File: src/rtl/masked_random_source.sv
// masked_random_source: bank of seeded xorshift32 lanes feeding the in_random port of the masked S-box.
// Latency: 1 cycle from a consumed word to the next; NUM_LANES + WARMUP_CYCLES cycles from first seed beat to first word.
// Backpressure: in_ready=0 holds every lane, so out_random stays stable; seeding is refused only during warm-up.
//
// Ports:
//   in_clock / in_reset          rising-edge clock, asynchronous active-high reset
//   in_seed / in_seed_valid      seed beat for the lane being loaded, accepted with out_seed_ready
//   out_random / out_valid       random word (lane k in bits [32k+31:32k], truncated), valid in RUN
//   in_ready                     consumer takes out_random this cycle
module masked_random_source #(
  parameter int OUT_WIDTH     = 64,
  parameter int WARMUP_CYCLES = 4
) (
  input  logic                 in_clock,
  input  logic                 in_reset,
  input  logic [31:0]          in_seed,
  input  logic                 in_seed_valid,
  output logic                 out_seed_ready,
  output logic [OUT_WIDTH-1:0] out_random,
  output logic                 out_valid,
  input  logic                 in_ready
);

  localparam int NUM_LANES = (OUT_WIDTH + 31) / 32;
  localparam int IDX_W     = (NUM_LANES > 1) ? $clog2(NUM_LANES) : 1;
  localparam int CNT_W     = (WARMUP_CYCLES > 1) ? $clog2(WARMUP_CYCLES) : 1;
  localparam logic [IDX_W-1:0] LAST_IDX = IDX_W'(NUM_LANES - 1);
  localparam logic [CNT_W-1:0] LAST_CNT = CNT_W'((WARMUP_CYCLES > 0) ? WARMUP_CYCLES - 1 : 0);

  typedef enum logic [1:0] {
    ST_IDLE,
    ST_SEED,
    ST_WARM,
    ST_RUN
  } state_e;

  state_e                    state_q, state_d;
  logic [NUM_LANES*32-1:0]   lanes_q, lanes_d;
  logic [IDX_W-1:0]          idx_q, idx_d;
  logic [CNT_W-1:0]          cnt_q, cnt_d;

  logic                      seed_rdy;
  logic                      seed_fire;
  logic [31:0]               seed_word;
  logic [IDX_W-1:0]          beat_idx;

  function automatic logic [31:0] xs_step(input logic [31:0] x);
    logic [31:0] y;
    y = x ^ (x << 13);
    y = y ^ (y >> 17);
    y = y ^ (y << 5);
    return y;
  endfunction

  assign seed_rdy  = (state_q != ST_WARM);
  assign seed_fire = in_seed_valid && seed_rdy;
  // Zero is the xorshift fixed point; a lane seeded with it would emit zeros forever.
  assign seed_word = (in_seed == 32'h0) ? 32'h0000_0001 : in_seed;
  // A beat arriving outside SEED always starts a fresh seeding pass at lane 0.
  assign beat_idx  = (state_q == ST_SEED) ? idx_q : '0;

  always_comb begin
    state_d = state_q;
    lanes_d = lanes_q;
    idx_d   = idx_q;
    cnt_d   = cnt_q;

    if (seed_fire) begin
      // Seed has priority over a consume in RUN: only the addressed lane changes.
      for (int k = 0; k < NUM_LANES; k++) begin
        if (beat_idx == IDX_W'(k)) begin
          lanes_d[32*k +: 32] = seed_word;
        end
      end
      if (beat_idx == LAST_IDX) begin
        idx_d = '0;
        cnt_d = '0;
        if (WARMUP_CYCLES > 0) begin
          state_d = ST_WARM;
        end else begin
          state_d = ST_RUN;
        end
      end else begin
        idx_d   = beat_idx + IDX_W'(1);
        state_d = ST_SEED;
      end
    end else begin
      case (state_q)
        ST_WARM: begin
          for (int k = 0; k < NUM_LANES; k++) begin
            lanes_d[32*k +: 32] = xs_step(lanes_q[32*k +: 32]);
          end
          if (cnt_q == LAST_CNT) begin
            cnt_d   = '0;
            state_d = ST_RUN;
          end else begin
            cnt_d = cnt_q + CNT_W'(1);
          end
        end
        ST_RUN: begin
          if (in_ready) begin
            for (int k = 0; k < NUM_LANES; k++) begin
              lanes_d[32*k +: 32] = xs_step(lanes_q[32*k +: 32]);
            end
          end
        end
        default: begin
          // IDLE and SEED: lanes hold until a beat arrives.
        end
      endcase
    end
  end

  always_ff @(posedge in_clock or posedge in_reset) begin
    if (in_reset) begin
      state_q <= ST_IDLE;
      lanes_q <= '0;
      idx_q   <= '0;
      cnt_q   <= '0;
    end else begin
      state_q <= state_d;
      lanes_q <= lanes_d;
      idx_q   <= idx_d;
      cnt_q   <= cnt_d;
    end
  end

  // Handshake outputs depend on state only; reset masks them while it is held.
  assign out_seed_ready = !in_reset && seed_rdy;
  assign out_valid      = !in_reset && (state_q == ST_RUN);
  assign out_random     = lanes_q[OUT_WIDTH-1:0];

endmodule

File: config.mk
export PLATFORM = sky130hd
export DESIGN_NAME = masked_random_source
export DESIGN_NICKNAME = d
export VERILOG_FILES = /design/src/rtl/masked_random_source.sv
export SDC_FILE = /design/constraint.sdc
export NUM_CORES = 1
export LEC_CHECK = 0
export ABC_AREA = 1
export ABC_CLOCK_PERIOD_IN_PS = 2810
export BUFFER_PORTS_ARGS = -buffer_cell sky130_fd_sc_hd__buf_2
export CORE_AREA = 2 2 117 119
export CTS_CLUSTER_DIAMETER = 60
export DETAILED_ROUTE_END_ITERATION = 6
export DIE_AREA = 0 0 119 121
export PLACE_DENSITY = 0.68
export SETUP_SLACK_MARGIN = 0.3
export SKIP_LAST_GASP = 1
export SLEW_MARGIN = 20
export SYNTH_ARGS = -nofsm -noshare
export SYNTH_HDL_FRONTEND = slang
export SYNTH_SLANG_ARGS = --single-unit
export TNS_END_PERCENT = 100
File: constraint.sdc
create_clock -name in_clock -period 2.81 [get_ports in_clock]
set_input_delay 0.4215 -clock in_clock [delete_from_list [all_inputs] [get_ports in_clock]]
set_output_delay 0.4215 -clock in_clock [all_outputs]
set_load 0.01 [all_outputs]
==> results.yml, run 1 <==
worst_setup_path:
  timing.rr.end: "out_random[39]"
  worst-path-max-fanout: 34
  crit_family: "simple AND/OR/NAND/NOR gates"
  cp_num_buf_inv: 2
  cpMostUsedCell: "nor2_4"
  r2r_cells: 8
  path_cells: "inv_2, nor2_4, nor2_4, buf_4, nand2_1, nand2_2, nor2_1, a21oi_1"
  slowest_delay_ps: 430
  rr_startpoint: "state_q[1]"
  start_kind: "flop"
  arrival_ps: 2200
  endpoint_kind: "flop"
  r2r_slack_ps: 870
  slowest_stage: "dfrtp_1"
  worstPathRequired_ps: 3070
  critPathKind: "flop to flop"
cts:
  numCtsBuffers: 9
  htreeDepth: 3
  clock_sinks: 69
  cts-hold-fix-buffers: 0
  cts_setup_buffers: 0
  clk_latency_ps: 330
  cts_root_buffer: "clkbuf_16"
  clock_path_buffers: 2
  cts_tree: "built"
  post_cts_resized: 0
  clk_pin_slew_ps: 60
route:
  wl_per_cell_um: 14.5
  wl_um: 15600
  route.detailed.drc: 0
  drt-initial-drc-count: 376
  via_per_inst: 4.87
  dr.pass1.iters: 5
  num_vias: 5229
  ant_nets: 0
logic_synthesis:
  synthFlopType: "dfrtp_1"
  synth-edff-count: 0
  netlist_top_cells_area: "dfrtp_1 (33%), nand2_1 (19%), nor2_1 (7.9%)"
  synth.distinct_cells: 29
  syn_area_mm2: 0.00516
  syn_inst: 800
  syn_avg_cell_area_um2: 6.45
  ys_seq_area_share_pct: 33.5
  yosys.area.top_type: "dfrtp_1"
  ys_warn_count: 0
  synth_top_area_share_pct: 33.5
  synth_seq_cells: 69
  synth_nets: 837
  async_flop_share_pct: 100
power_and_ir_drop:
  total_power_mw: 9.20
  ir_worst_vdd_uv: 660
  power.density_mw_per_mm2: 1510
  power_leakage_nw: 3.33
sta:
  setup_viol: 0
  finalHoldViolCount: 0
  rsz0062_at_grt: "false"
  min_period_over_period_pct: 69.0
  fin_crit_ps: 1940
  finClkSkew_ps: 4.60
  worstMarginPinSlew_ps: 649
  report.final.slew_viol_count: 0
  fin_setup_tns_ps: 0
  maxSlewHeadroom_pct: 56.7
  clock.fmax_mhz: 516
outcome:
  status: "complete, no violations"
global_route:
  antenna_found_initial: 0
  grt.overflow.total: 0
  grt_pass1_wl_um: 25000
  grt_max_degree: 48
  grt_pass1_vias: 4793
  grt_usage_pct: 22.5
place:
  dpl.hpwl_um: 11900
  placement.io_buffers: 101
  gp_congestion: 0.911
  place_area_mm2: 0.00579
die:
  rows: 42
  pin_count: 102
  dieArea_mm2: 0.0144
  core_region_area_mm2: 0.0131
  start_util_pct: 39.4
  dieWidth_um: 119
  die-height_um: 121
run:
  maxCapViolations: 0
cells_and_area:
  layout-drive-gt1-share_pct: 15.6
  n_antenna_cell: 0
  fin_area_mm2: 0.00607
  fin_nets: 929
  syn_to_final_growth_pct: 17.8
hold_path:
  holdCritPathClass: "input pin to asynchronous set/reset pin"
-- logic make-up (layout without fill, tap and decap cells) --
logic type | Yosys count | in the layout | synth area share (%)
AO/OA/AOI/OAI | 108 | 108 | 11.8
XOR/XNOR | 58 | 58 | 9.85
adder cells (fa/ha/maj) | 1 | 1 | 0.243
buffers and inverters | 130 | 227 | 10.4
flip-flops | 69 | 69 | 33.5
AND/OR/NAND/NOR | 434 | 434 | 34.3
-- registers in the layout, indices dropped and copies added, names as in the netlist --
| register | count |
|---|---|
| idx_q | 1 |
| state_q | 2 |
| cnt_q | 2 |
| out_random | 64 |
-- worst max path at each step --
stage                  start              to  depth (start not counted)
2_1_floorplan       in_reset        cnt_q[0]                          1
3_3_place_gp   in_seed_valid  out_random[44]                          8
3_5_place_dp   in_seed_valid  out_random[14]                          8
4_1_cts           state_q[1]  out_random[49]                          8
5_1_grt           state_q[1]  out_random[33]                          8
6_report          state_q[1]  out_random[39]                          8
-- cell usage after synthesis (2+ instances only) --
| library cell | count |
|---|---|
| inv_1 | 99 |
| o21a_1 | 3 |
| a31oi_1 | 10 |
| a22oi_1 | 2 |
| clkbuf_1 | 7 |
| buf_2 | 9 |
| inv_2 | 5 |
| nand2_1 | 260 |
| or2_2 | 5 |
| dfrtp_1 | 69 |
| o21ai_0 | 44 |
| nand3_1 | 52 |
| a21boi_1 | 14 |
| a21oi_1 | 29 |
| xor2_1 | 40 |
| nor2_1 | 108 |
| buf_4 | 9 |
| o21ai_1 | 5 |
| nor2_4 | 3 |
| xnor2_1 | 18 |
-- placed cells by master (no fill, tap or decap), types with 6 or more instances in the layout --
cell,instances
buf_2,101
inv_2,6
a31oi_1,10
a21oi_1,29
nand2_1,260
inv_1,98
a21boi_1,14
nand3_1,52
xor2_1,40
clkbuf_16,9
dfrtp_1,69
nor2_1,108
o21ai_0,44
xnor2_1,18
-- power by group --
| group | internal, mW | switching (mW) |
|---|---|---|
| logic | 2.17 | 3.67 |
| clock network | 0.645 | 0.441 |
| registers | 1.52 | 0.748 |
| total | 4.34 | 4.86 |
-- worst register-to-register path: stages (launching register included) --
cell and delay (ps):
dfrtp_1 430, inv_2 110, nor2_4 60, nor2_4 100
buf_4 380, nand2_1 150, nand2_2 320, nor2_1 150
a21oi_1 170
-- layer usage --
| layer | global-route usage (%) | vias to the layer above | share of wire [%] |
|---|---|---|---|
| li1 | - | 2664 | - |
| met3 | 5.55 | 29 | 6.9 |
| met4 | 7.22 | 0 | 3.0 |
| met1 | 30.6 | 2345 | 46 |
| met2 | 35.1 | 191 | 44 |
| met5 | 0 | - | 0 |
-- stage by stage --
step,std cells,setup slack (ps),util (%),hold WS (ps)
final,1073,871,46.4,193
after global routing,1073,680,46.4,224
after CTS,1073,889,46.4,202
after detailed placement,1057,871,44.3,512
after global placement,1057,866,44.3,505
after floorplan,800,649,-,487
-- final cells by class --
class,count,area (µm²)
fill,1377,7010
multi-input combinational,601,2900
sequential,69,1730
timing repair buffer,106,556
inverter,105,395
clock buffer,13,260
tap,176,220
clock inverter,3,20.0
(Power assumes the default switching activity.)
==> run 2: changes to the inputs <==
--- a/config.mk
+++ b/config.mk
@@ -6,7 +6,7 @@
 export NUM_CORES = 1
 export LEC_CHECK = 0
 export ABC_AREA = 1
-export ABC_CLOCK_PERIOD_IN_PS = 2810
+export ABC_CLOCK_PERIOD_IN_PS = 1900
 export BUFFER_PORTS_ARGS = -buffer_cell sky130_fd_sc_hd__buf_2
 export CORE_AREA = 2 2 117 119
 export CTS_CLUSTER_DIAMETER = 60
==> constraint.sdc (replaced) <==
create_clock -name in_clock -period 1.9 [get_ports in_clock]
set_input_delay 0.285 -clock in_clock [delete_from_list [all_inputs] [get_ports in_clock]]
set_output_delay 0.285 -clock in_clock [all_outputs]
set_load 0.01 [all_outputs]
==> run 2 against run 1 <==
Clock-buffer cell count decreased by 4. Die area did not move. Sequential share of layout area shrank 1.4 points. Via count grew 3.4%. Fmax up 25%. Critical path type unchanged. Largest cell class unchanged. Highest routed layer unchanged.
==> results.yml, run 2 (synthesis results as in run 1) <==
die:
  pin_count: 102
  dieWidth_um: 119
  core_region_area_mm2: 0.0131
  dieArea_mm2: 0.0144
  rows: 42
  start_util_pct: 39.4
  die-height_um: 121
global_route:
  antenna_found_initial: 0
  grt.overflow.total: 0
  grt_max_degree: 47
  grt_pass1_vias: 4887
  grt_usage_pct: 22.8
  grt_pass1_wl_um: 25200
place:
  place_ws_ps: 198
  dp.cells: 1062
  place_area_mm2: 0.00591
  gp_congestion: 0.923
  dpl.hpwl_um: 12300
  placement.io_buffers: 101
cts:
  cts-hold-fix-buffers: 0
  numCtsBuffers: 9
  cts_root_buffer: "clkbuf_16"
  clk_pin_slew_ps: 60
  htreeDepth: 3
  cts_tree: "built"
  clock_path_buffers: 2
  clock_sinks: 69
  clk_latency_ps: 350
cells_and_area:
  fin_nets: 943
  syn_to_final_growth_pct: 24.0
  final_cells: 1087
  final_common_cell: "nand2_1"
  finish.utilization_pct: 48.9
  layout-drive-gt1-share_pct: 18.6
  n_antenna_cell: 0
  fin_area_mm2: 0.00640
  mostFrequentLayoutCells: "nand2_1 (258), buf_2 (101), nor2_1 (100)"
  largest_reg_flops: 64
power_and_ir_drop:
  combPwrFrac_pct: 64.3
  p_sw_share_pct: 52.0
  p_int_mw: 6.97
  power_leakage_nw: 3.47
  power.density_mw_per_mm2: 2270
  total_power_mw: 14.5
  p_sw_mw: 7.54
  seqPwrFrac_pct: 23.0
  ir_worst_vdd_uv: 828
  pwr-share-clk_pct: 12.7
worst_setup_path:
  arrival_ps: 1830
  startpoint: "state_q[1]"
  start_kind: "flop"
  r2r_cells: 8
  critPathKind: "flop to flop"
  crit_end: "out_random[19]"
  r2r_slack_ps: 340
  endpoint_kind: "flop"
  rr_startpoint: "state_q[1]"
  timing.rr.end: "out_random[19]"
  worst-path-max-fanout: 43
  worstPathRequired_ps: 2170
route:
  dr.pass1.iters: 6
  num_vias: 5406
  wl_per_cell_um: 15.3
  ant_nets: 0
  wl_um: 16600
  route.detailed.drc: 0
  via_per_inst: 4.97
  drt-initial-drc-count: 452
run:
  maxCapViolations: 0
outcome:
  status: "complete, no violations"
sta:
  finClkSkew_ps: 7.94
  maxSlewHeadroom_pct: 72.1
  fin_crit_ps: 1560
  min_period_over_period_pct: 81.9
  finalHoldViolCount: 0
  clock.fmax_mhz: 642
  rsz0062_at_grt: "true"
  fin_setup_tns_ps: 0
  report.final.slew_viol_count: 0
  setup_viol: 0
  holdWs_ps: 16.1
  setup_ws_ps: 343
  worstMarginPinSlew_ps: 417
hold_path:
  holdCritPathClass: "input pin to asynchronous set/reset pin"
## run 2: per-layer routing
metal  up-vias  GRT usage [%]  wire length (µm)
li1       2706              -                 -
met3        50           4.37              1120
met4         0           9.97               605
met5         -              0                 0
met2       218           35.1              7550
met1      2432           31.3              7360
## run 2: critical path, stage by stage, from the launching register on
cell      delay, ps
dfrtp_1         400
inv_2           100
nor2_4           60
nor2_4          160
clkinv_4        110
buf_12          190
nor2_1          210
nor2_1           90
a21boi_1        140
## run 2: timing repair
item | CTS | global route
gates cloned | 1 | 2
pin swaps | 4 | 6
resized for setup | 7 | 19
buffers inserted | 5 | 1
setup endpoints to repair | 19 | 39
## run 2: area by class of cell
| cell class | instances | area (µm²) |
|---|---|---|
| Clock buffer | 9 | 225 |
| Clock inverter | 7 | 90.1 |
| Fill cell | 1329 | 6690 |
| Inverter | 105 | 403 |
| Multi-Input combinational cell | 602 | 2960 |
| Sequential cell | 69 | 1730 |
| Tap cell | 176 | 220 |
| Timing Repair Buffer | 119 | 774 |
## run 2: worst min-delay path by stage
stage               startpoint        endpoint  slack [ps]  cells after the start
finish                in_reset  out_random[17]          20                      3
detailed placement    in_reset        cnt_q[1]         380                      3
global placement      in_reset        cnt_q[1]         380                      3
CTS                   in_reset      state_q[0]          20                      3
global route          in_reset      state_q[0]          40                      3
floorplan             in_reset        cnt_q[0]         450                      1
## run 2: power by group through the flow
| stage | combinational (mW) | sequential (mW) | clock (mW) |
|---|---|---|---|
| after floorplan | 6.25 | 3.39 | 0 |
| after global placement | 8.81 | 3.34 | 0 |
| after detailed placement | 8.85 | 3.34 | 0 |
| after CTS | 9.06 | 3.32 | 1.85 |
| after global routing | 10.5 | 3.46 | 1.91 |
| final | 9.32 | 3.33 | 1.85 |
==> run 3: changes to the inputs <==
--- a/config.mk
+++ b/config.mk
@@ -5,14 +5,14 @@
 export SDC_FILE = /design/constraint.sdc
 export NUM_CORES = 1
 export LEC_CHECK = 0
-export ABC_AREA = 1
-export ABC_CLOCK_PERIOD_IN_PS = 1900
+export ABC_AREA = 0
+export ABC_CLOCK_PERIOD_IN_PS = 1300
 export BUFFER_PORTS_ARGS = -buffer_cell sky130_fd_sc_hd__buf_2
-export CORE_AREA = 2 2 117 119
+export CORE_AREA = 2 2 114 116
 export CTS_CLUSTER_DIAMETER = 60
 export DETAILED_ROUTE_END_ITERATION = 6
-export DIE_AREA = 0 0 119 121
-export PLACE_DENSITY = 0.68
+export DIE_AREA = 0 0 116 118
+export PLACE_DENSITY = 0.71
 export SETUP_SLACK_MARGIN = 0.3
 export SKIP_LAST_GASP = 1
 export SLEW_MARGIN = 20
==> constraint.sdc (replaced) <==
create_clock -name in_clock -period 1.3 [get_ports in_clock]
set_input_delay 0.195 -clock in_clock [delete_from_list [all_inputs] [get_ports in_clock]]
set_output_delay 0.195 -clock in_clock [all_outputs]
set_load 0.01 [all_outputs]
==> run 3 against run 2 <==
The flow now finishes with violations (setup timing). Power is 150% higher. Via count is 17% higher. Clock power is 44% higher. First-iteration DRC count is 38% higher. Worst setup slack worse by 720 ps.
==> results.yml, run 3 <==
logic_synthesis:
  async_flop_share_pct: 100
  syn_inst: 529
  ys_seq_area_share_pct: 35.1
  yosys.area.top_type: "dfrtp_1"
  synth.distinct_cells: 47
  synth_nets: 566
  synth.most_common_cell: "xnor2_1"
  synthTopCellsByCount: "xnor2_1 (72), dfrtp_1 (69), inv_1 (40)"
  syn_avg_cell_area_um2: 9.30
  netlist_top_cells_area: "dfrtp_1 (35%), xnor2_1 (13%), o31a_1 (5.3%)"
  synth_seq_cells: 69
  synth_top_area_share_pct: 35.1
  ys_warn_count: 0
  synth-edff-count: 0
  syn_area_mm2: 0.00492
  synthFlopType: "dfrtp_1"
place:
  dp.cells: 943
  place_ws_ps: -376
  dpl.hpwl_um: 14800
  placement.io_buffers: 101
  gp_congestion: 0.970
worst_setup_path:
  r2r_slack_ps: -370
  endpoint_kind: "flop"
  r2r_cells: 6
  slowest_stage: "dfrtp_2"
  timing.rr.end: "out_random[30]"
  start_kind: "flop"
  critPathKind: "flop to flop"
  worst-path-max-fanout: 16
  rr_startpoint: "state_q[0]"
  slowest_delay_ps: 490
  path_cells: "buf_6, a21boi_4, o2bb2ai_4, buf_4, a21oi_1, o22ai_1"
  arrival_ps: 1890
  worstPathRequired_ps: 1510
hold_path:
  holdCritPathClass: "input pin to asynchronous set/reset pin"
route:
  route.detailed.drc: 0
  dr.pass1.iters: 7
  num_vias: 6344
  wl_per_cell_um: 25.7
  ant_nets: 0
  wl_um: 26600
  drt-initial-drc-count: 622
  via_per_inst: 6.14
sta:
  clock.fmax_mhz: 597
  finalHoldViolCount: 0
  min_period_over_period_pct: 129
  worstMarginPinSlew_ps: 416
  setup_ws_ps: -374
  finClkSkew_ps: 13.5
  rsz0062_at_grt: "true"
  report.final.slew_viol_count: 0
  setup_viol: 73
  fin_crit_ps: 1670
  maxSlewHeadroom_pct: 72.3
power_and_ir_drop:
  combPwrFrac_pct: 78.7
  p_int_mw: 20.2
  power.density_mw_per_mm2: 3660
  power_leakage_nw: 4.39
  p_sw_share_pct: 44.1
  seqPwrFrac_pct: 13.9
  total_power_mw: 36.2
  p_sw_mw: 15.9
  pwr-share-clk_pct: 7.4
  ir_worst_vdd_uv: 2270
die:
  dieWidth_um: 116
  dieArea_mm2: 0.0137
  rows: 41
  core_region_area_mm2: 0.0124
  pin_count: 102
  start_util_pct: 39.6
  die-height_um: 118
global_route:
  grt_pass1_wl_um: 35600
  grt_pass1_vias: 6212
  grt.overflow.total: 0
  grt_usage_pct: 34.5
  antenna_found_initial: 2
  grt_max_degree: 70
cells_and_area:
  largest_reg_flops: 64
  mostFrequentLayoutCells: "buf_4 (143), buf_6 (135), buf_2 (53)"
  layout-drive-gt1-share_pct: 65.7
  n_antenna_cell: 0
  seq_area_mm2: 0.00177
  final_common_cell: "buf_4"
  finish.utilization_pct: 79.6
  n_fill_cell: 683
  final_cells: 1033
  multi_input_area_mm2: 0.00405
  syn_to_final_growth_pct: 101
  fin_nets: 893
run:
  maxCapViolations: 0
cts:
  htreeDepth: 3
  cts_tree: "built"
  clock_sinks: 69
  clk_pin_slew_ps: 60
  cts_root_buffer: "clkbuf_16"
  clock_path_buffers: 2
  numCtsBuffers: 9
  clk_latency_ps: 350
outcome:
  violations: "setup timing"
  status: "complete, but fails checks"
-- run 3: cell count changes after synthesis, moves of 22 or more --
cell,previous run,this run
inv_1,99,40
nand2_1,260,13
nand3_1,52,30
nor2_1,108,12
o21ai_0,44,18
o22ai_1,0,38
o31a_1,0,30
xnor2_1,18,72
-- run 3: metal layers --
metal | vias to the layer above | global-route usage (%) | share of wire, %
met5 | - | 0 | 0.056
met4 | 2 | 17.5 | 7.3
met3 | 165 | 7.05 | 10
met2 | 494 | 55.6 | 47
met1 | 3069 | 43.6 | 35
li1 | 2614 | - | -
-- run 3: worst max-delay path by stage --
stage,from,endpoint,cells past startpoint,slack (ps)
2_1_floorplan,out_random[10],out_random[15],4,-240
3_3_place_gp,state_q[0],out_random[51],5,-310
3_5_place_dp,state_q[0],out_random[34],6,-380
4_1_cts,state_q[0],out_random[0],7,-270
5_1_grt,state_q[0],out_random[30],6,-390
6_report,state_q[0],out_random[30],6,-370
-- run 3: cells by family (layout without fill, tap and decap cells) --
family                     after synthesis  count (layout)  share of synthesized area [%]
DFF                                     69              69                           35.1
adders and majority gates                1               1                          0.254
buffers and inverters                   80             411                           6.48
xor gates and xnor gates               115             115                           24.0
and+or+nand+nor                         91              92                           9.38
AOI/OAI and AO/OA                      173             173                           24.8
-- run 3: area by class of cell --
class	count	share of cell area (%)
timing repair buffer	355	34.2
clock inverter	4	0.456
sequential	69	17.9
tap	172	2.18
multi-input combinational	381	40.9
clock buffer	12	2.70
inverter	40	1.63
-- run 3: through the flow --
stage | TNS [ps] | cell area (µm²) | hold WS [ps]
5_1_grt | -20260 | 9880 | 24.3
2_1_floorplan | -5450 | 5780 | 352
6_report | -17800 | 9880 | 14.0
4_1_cts | -14280 | 9250 | 32.8
3_5_place_dp | -17770 | 7580 | 393
3_3_place_gp | -14540 | 7580 | 392
-- run 3: power by group through the flow --
| stage | logic, mW | clock network, mW | registers [mW] |
|---|---|---|---|
| detailed placement | 20.7 | 0 | 4.69 |
| floorplan | 12.9 | 0 | 5.27 |
| CTS | 24.7 | 2.63 | 4.88 |
| global route | 29.6 | 2.76 | 5.14 |
| finish | 28.5 | 2.66 | 5.04 |
| global placement | 20.2 | 0 | 4.63 |
-- run 3: worst max-delay path: cells and delay by family (launching register included) --
family                 cells  cell delay (ps)
buffers and inverters      2              370
DFF                        1              490
AOI/OAI and AO/OA          4              690
-- run 3: what timing repair did --
action,CTS,global route
gates resized for setup,174,102
hold buffers,0,0
gates cloned,8,1
pin swaps,23,37
buffers inserted,46,19
endpoints found under the setup margin,135,135
